### config.mk
export PLATFORM = sky130hd
export DESIGN_NAME = gs_rawsignal_packer
export DESIGN_NICKNAME = d
export VERILOG_FILES = /design/src/rtl/gs_rawsignal_packer.sv
export SDC_FILE = /design/constraint.sdc
export NUM_CORES = 1
export LEC_CHECK = 0
export ABC_AREA = 1
export ABC_CLOCK_PERIOD_IN_PS = 5850
export BUFFER_PORTS_ARGS = -buffer_cell sky130_fd_sc_hd__buf_2
export CAP_MARGIN = 20
export CORE_UTILIZATION = 60
export CTS_CLUSTER_SIZE = 24
export DETAILED_ROUTE_END_ITERATION = 16
export PLACE_DENSITY = 0.92
export SYNTH_ARGS = -nofsm -noshare
export SYNTH_HDL_FRONTEND = slang
export SYNTH_SLANG_ARGS = --single-unit
### constraint.sdc
create_clock -name iClk -period 5.85 [get_ports iClk]
set_input_delay 0.2925 -clock iClk [delete_from_list [all_inputs] [get_ports iClk]]
set_output_delay 0.2925 -clock iClk [all_outputs]
set_load 0.02 [all_outputs]
### src/rtl/gs_rawsignal_packer.sv
// Frames raw 16-bit sample bursts into header / packed-pair / trailer words for the FPGA-to-host FIFO.
// Define GS_PACK_CRC_EN to append a CRC-16-CCITT word after each trailer.
module gs_rawsignal_packer #(
    parameter logic [7:0] HEADER_TAG  = 8'hA5,
    parameter logic [7:0] TRAILER_TAG = 8'h5A
) (
    input  logic        iClk,
    input  logic        iReset,
    input  logic        iWriteRawSignal,
    input  logic [15:0] i16RawSignal,
    input  logic [7:0]  i8SignSelec,
    input  logic        iFifo_full,
    input  logic        iClrStatus,
    output logic        oFifo_wren,
    output logic [31:0] o32Fifo_data,
    output logic        oBusy,
    output logic        oOverflow,
    output logic [7:0]  o8DropCnt
);

`ifdef GS_PACK_CRC_EN
    typedef enum logic [2:0] {
        S_IDLE, S_PACK_LO, S_PACK_HI, S_FLUSH, S_TRAILER, S_CRC
    } state_t;

    function automatic logic [15:0] crc16_step(input logic [15:0] c, input logic [15:0] d);
        logic [15:0] r;
        r = c;
        for (int i = 15; i >= 0; i--) begin
            r = (r[15] ^ d[i]) ? ({r[14:0], 1'b0} ^ 16'h1021) : {r[14:0], 1'b0};
        end
        return r;
    endfunction

    logic [15:0] crc_q, crc_d;
`else
    typedef enum logic [2:0] {
        S_IDLE, S_PACK_LO, S_PACK_HI, S_FLUSH, S_TRAILER
    } state_t;
`endif

    state_t      state_q, state_d;
    logic [15:0] lo_q, lo_d;
    logic [15:0] cnt_q, cnt_d;
    logic [15:0] seq_q, seq_d;
    logic        loss_q, loss_d;
    logic        ovf_q, ovf_d;
    logic [7:0]  drop_q, drop_d;
    logic        wren_q, wren_d;
    logic [31:0] data_q, data_d;

    logic        wr;
    logic        trl;
    logic        sample_drop;
    logic        word_lost;
    logic [31:0] word;
    logic [15:0] cnt_inc;
    logic [1:0]  events;
    logic [8:0]  drop_sum;

    assign cnt_inc   = (cnt_q == 16'hFFFF) ? cnt_q : cnt_q + 16'd1;
    assign word_lost = wr & iFifo_full;
    assign events    = {1'b0, sample_drop} + {1'b0, word_lost};

    always_comb begin
        state_d     = state_q;
        lo_d        = lo_q;
        cnt_d       = cnt_q;
        seq_d       = seq_q;
        wr          = 1'b0;
        trl         = 1'b0;
        sample_drop = 1'b0;
        word        = 32'h0;
`ifdef GS_PACK_CRC_EN
        crc_d       = crc_q;
`endif
        case (state_q)
            S_IDLE: begin
                if (iWriteRawSignal) begin
                    wr      = 1'b1;
                    word    = {HEADER_TAG, i8SignSelec, seq_q};
                    lo_d    = i16RawSignal;
                    cnt_d   = 16'd1;
                    state_d = S_PACK_HI;
`ifdef GS_PACK_CRC_EN
                    crc_d   = crc16_step(16'hFFFF, i16RawSignal);
`endif
                end
            end
            S_PACK_HI: begin
                wr = 1'b1;
                if (iWriteRawSignal) begin
                    word    = {i16RawSignal, lo_q};
                    cnt_d   = cnt_inc;
                    state_d = S_PACK_LO;
`ifdef GS_PACK_CRC_EN
                    crc_d   = crc16_step(crc_q, i16RawSignal);
`endif
                end else begin
                    word    = {16'h0000, lo_q};
                    state_d = S_FLUSH;
                end
            end
            S_PACK_LO: begin
                if (iWriteRawSignal) begin
                    lo_d    = i16RawSignal;
                    cnt_d   = cnt_inc;
                    state_d = S_PACK_HI;
`ifdef GS_PACK_CRC_EN
                    crc_d   = crc16_step(crc_q, i16RawSignal);
`endif
                end else begin
                    wr      = 1'b1;
                    trl     = 1'b1;
                    word    = {TRAILER_TAG, 6'b0, loss_q, 1'b0, cnt_q};
                    state_d = S_TRAILER;
                end
            end
            S_FLUSH: begin
                // A sample dropped here still belongs to the frame being closed.
                sample_drop = iWriteRawSignal;
                wr          = 1'b1;
                trl         = 1'b1;
                word        = {TRAILER_TAG, 6'b0, loss_q | sample_drop, 1'b1, cnt_q};
                state_d     = S_TRAILER;
            end
            S_TRAILER: begin
                sample_drop = iWriteRawSignal;
`ifdef GS_PACK_CRC_EN
                wr          = 1'b1;
                word        = {16'h0000, crc_q};
                state_d     = S_CRC;
`else
                state_d     = S_IDLE;
`endif
            end
`ifdef GS_PACK_CRC_EN
            S_CRC: begin
                sample_drop = iWriteRawSignal;
                state_d     = S_IDLE;
            end
`endif
            default: state_d = S_IDLE;
        endcase

        if (trl) seq_d = seq_q + 16'd1;
    end

    // Losses after a trailer has been registered are charged to the next frame.
    always_comb begin
        if (trl) loss_d = word_lost;
        else     loss_d = loss_q | sample_drop | word_lost;

        drop_sum = {1'b0, (iClrStatus ? 8'h00 : drop_q)} + {7'b0, events};
        drop_d   = drop_sum[8] ? 8'hFF : drop_sum[7:0];
        ovf_d    = (events != 2'd0) ? 1'b1 : (iClrStatus ? 1'b0 : ovf_q);
        wren_d   = wr & ~iFifo_full;
        data_d   = wr ? word : data_q;
    end

    always_ff @(posedge iClk or negedge iReset) begin
        if (!iReset) begin
            state_q <= S_IDLE;
            lo_q    <= 16'h0;
            cnt_q   <= 16'h0;
            seq_q   <= 16'h0;
            loss_q  <= 1'b0;
            ovf_q   <= 1'b0;
            drop_q  <= 8'h0;
            wren_q  <= 1'b0;
            data_q  <= 32'h0;
`ifdef GS_PACK_CRC_EN
            crc_q   <= 16'hFFFF;
`endif
        end else begin
            state_q <= state_d;
            lo_q    <= lo_d;
            cnt_q   <= cnt_d;
            seq_q   <= seq_d;
            loss_q  <= loss_d;
            ovf_q   <= ovf_d;
            drop_q  <= drop_d;
            wren_q  <= wren_d;
            data_q  <= data_d;
`ifdef GS_PACK_CRC_EN
            crc_q   <= crc_d;
`endif
        end
    end

    assign oFifo_wren   = wren_q;
    assign o32Fifo_data = data_q;
    assign oBusy        = (state_q != S_IDLE);
    assign oOverflow    = ovf_q;
    assign o8DropCnt    = drop_q;

endmodule
==> metrics.txt <==
Post-CTS Setup Bufs 0; routed vias/inst 5.69; worst-path cell chain nor2_4 -> nand2_4 -> nor2_4 -> nor2_4 -> inv_1 -> nand2_1 -> ha_1 -> ha_1 -> inv_1 -> fa_1 -> nor3_2 -> nand4_1 -> nand3_1; share of total power in combinational logic a little over two fifths; Switching Fraction between 40% and 50%; final setup fails 0; area occupied by multi-input gates approximately 0.0021 sq mm; post-layout util between 60% and 70%; CTS H-tree lvls 3; top post-synthesis cells by count nand2_1 (190), dfrtp_1 (94), inv_1 (54); Final nets 676; Period Utilization, post-route 60.1%; 1st-iter DRT viols 334; # fillers 558; dpl hpwl between 8000 and 9000 um; post-synthesis net count ~610; total clock sinks 94; die width slightly above 90 um; worst clock skew 0.0154 ns; Clk Latency, worst-skew pair between 0.3 and 0.4 ns; endpoints failing hold 0; final global-route overflow total 0; initial antenna violation count 0; IO buf count 71; drt wl/cell 15.8 um; vias in the first global route between 4000 and 5000; Routed WL 11800 um; register area share after synthesis between 40 and 50%; Min-Delay Startpoint iFifo_full; worst r2r src state_q[1]$_DFFE_PN0P_; Initial Util 61.8%; Final ANT Viol Nets 0; largest net degree at the start of global routing 84; placement-stage cell area 0.00512 sq mm; Synth Area in Adders 1.99%; proportion of layout cells with a drive suffix above 1 19.5%; Largest stage delay, worst path 0.47 ns; FMAX 285 MHz; CP max FO 34; YS warnings 0; CP dominant cell by count nor2_4; routed vias between 4000 and 5000; Sequential Power Share 39.9%; post-synthesis xor/xnor area fraction roughly 3.3%; 1st-pass router iterations 6; Critical R2R Capture o8DropCnt[7]$_DFF_PN0_; Worst Path Required 6.14 ns; total power roughly 2.5 mW; hold crit path type in2reg; Placer Congestion 0.904; Worst Hold Path Cells 2; Synth Area per Inst 8.33 sq um; reg2reg setup slack 2.34 ns; synth top area cells dfrtp_1 (49%), nand2_1 (15%), inv_1 (4.2%); design area 0.00537 sq mm; clk slew on worst S/H paths ~0.09 ns; Synth area leader dfrtp_1; Clock Power Share about 18%; post-synth top area share about half; CORE AREA 0.00773 sq mm; headroom to the max-slew limit 48.0%; Worst Hold Path EP oFifo_wren$_DFF_PN0_; Post-Synth Simple-Gate Area approximately 28%; Root Driver clkbuf_8; Setup TNS Final 0 ns; element type at the critical path end flop; most common cell in the netlist nand2_1; synthesized instance count 573; mux contribution to synthesized area 0%; Area growth, synth to finish 12.4%; Yosys reg bits between 90 and 100; Async SR Flop Fraction 100%; Data arrival, critical path 3.80 ns; sequential cell area 0.00235 sq mm; post-CTS resize count 0; Worst R2R Path Depth 13; Max Root-Sink Buffers 2; critical path's slowest cell dfrtp_1; global-route wire length before repair 19300 um; Slew Limit Fails 0; EDFF count, synth 0; RSZ-0062 raised after global routing no; Synth Cell Area 0.00477 sq mm; largest family of logic cells by synthesized area simple AND/OR/NAND/NOR gates; critical path startpoint category flop; Primary FF master, synth dfrtp_1; total CTS buffers 9; DRC Markers 0; I/O pins 72; Hold Buf Count CTS 1; net load switching power 1.11 mW; CTS tree yes; VDD IR max around 0.26 mV; pwr/cell area 459 mW/mm^2; internal power 1.35 mW; Yosys cell types 36; Die H approximately 91 um; measured slew at the worst slew-check pin between 0.7 and 0.8 ns; Setup CP Type reg2reg; Synth Area in Compound Gates about 10%; max-cap violations 0; die area between 0.008 and 0.009 sq mm; FP Rows 32; status finished clean; gr usage total 30.0%; number of diodes 0; Static Leakage around 2.7 nW; minimum clock period 3.51 ns
## layer usage
metal,track usage (%),up-vias,routed length (um)
li1,-,1979,-
met1,39.8,2048,4930
met2,49.2,194,5710
met3,5.95,29,827
met4,10.8,0,301
met5,0,-,0
## how the worst max path moves through the flow
stage,from,to
3_5_place_dp,state_q[1]$_DFFE_PN0P_,o8DropCnt[7]$_DFF_PN0_
3_3_place_gp,state_q[1]$_DFFE_PN0P_,o8DropCnt[3]$_DFF_PN0_
4_1_cts,state_q[1]$_DFFE_PN0P_,o8DropCnt[7]$_DFF_PN0_
5_1_grt,state_q[1]$_DFFE_PN0P_,o8DropCnt[7]$_DFF_PN0_
6_report,state_q[1]$_DFFE_PN0P_,o8DropCnt[7]$_DFF_PN0_
2_1_floorplan,state_q[1]$_DFFE_PN0P_,o8DropCnt[6]$_DFF_PN0_
## state kept, by name, indices dropped and copies added, names as in the netlist
register and count:
o32Fifo_data 32, oFifo_wren 1, state_q 3, o8DropCnt 8, loss_q 1, lo_q 16
oOverflow 1, cnt_q 16, seq_q 16
## critical path: cells and delay by family, from the launching register on
family / cells / cell delay, ns
AND/OR/NAND/NOR: 8 / 1.89
adder cells (fa/ha/maj): 3 / 0.88
flip-flops: 1 / 0.47
buffers and inverters: 2 / 0.17
## per-stage QoR
step	worst slack [ns]	hold slack (ns)	cells
floorplan	3.21	-0.00309	573
global placement	2.62	0.133	729
detailed placement	2.41	0.141	729
CTS	2.37	0.106	746
global route	2.08	0.108	747
finish	2.34	0.112	747
## power groups by stage
stage,combinational [mW],clock (mW),sequential (mW)
6_report,1.03,0.445,0.981
5_1_grt,1.14,0.476,0.997
2_1_floorplan,0.663,0,1.08
4_1_cts,1.03,0.450,0.978
3_3_place_gp,0.970,0,0.975
3_5_place_dp,1.02,0,0.987
## logic make-up (layout without fill, tap and decap cells)
kind of cell / after synthesis / after routing
xor+xnor: 18 / 18
compound gates: 75 / 75
flops: 94 / 94
buf+inv: 77 / 149
simple gates: 302 / 302
fa+ha+maj: 7 / 7
## cells in the final DEF, fill, tap and decap left out, types with 2 or more instances in the layout
master     count
a21oi_1       19
a22oi_1        6
buf_2         70
buf_4          2
clkbuf_8       9
dfrtp_1       94
ha_1           6
inv_1         54
inv_2          4
inv_6          4
nand2_1      190
nand2_2        8
nand2_4        2
nand3_1       37
nand3b_1       3
nand4_1        9
nor2_1        36
nor2_2         3
nor2_4         5
nor3_1         5
o2111ai_1      4
o211ai_1       2
o21ai_0       14
o21ai_1        6
o21ai_2        9
o22ai_1       12
xnor2_1        4
xor2_1        14
## layout make-up
class                      instances  area share, %
sequential                        94           43.8
multi-input combinational        402           38.3
timing repair buffer              74           7.51
inverter                          59           4.17
tap                              102           2.38
clock buffer                       9           2.31
clock inverter                     7           1.47
(Power assumes the default switching activity.)
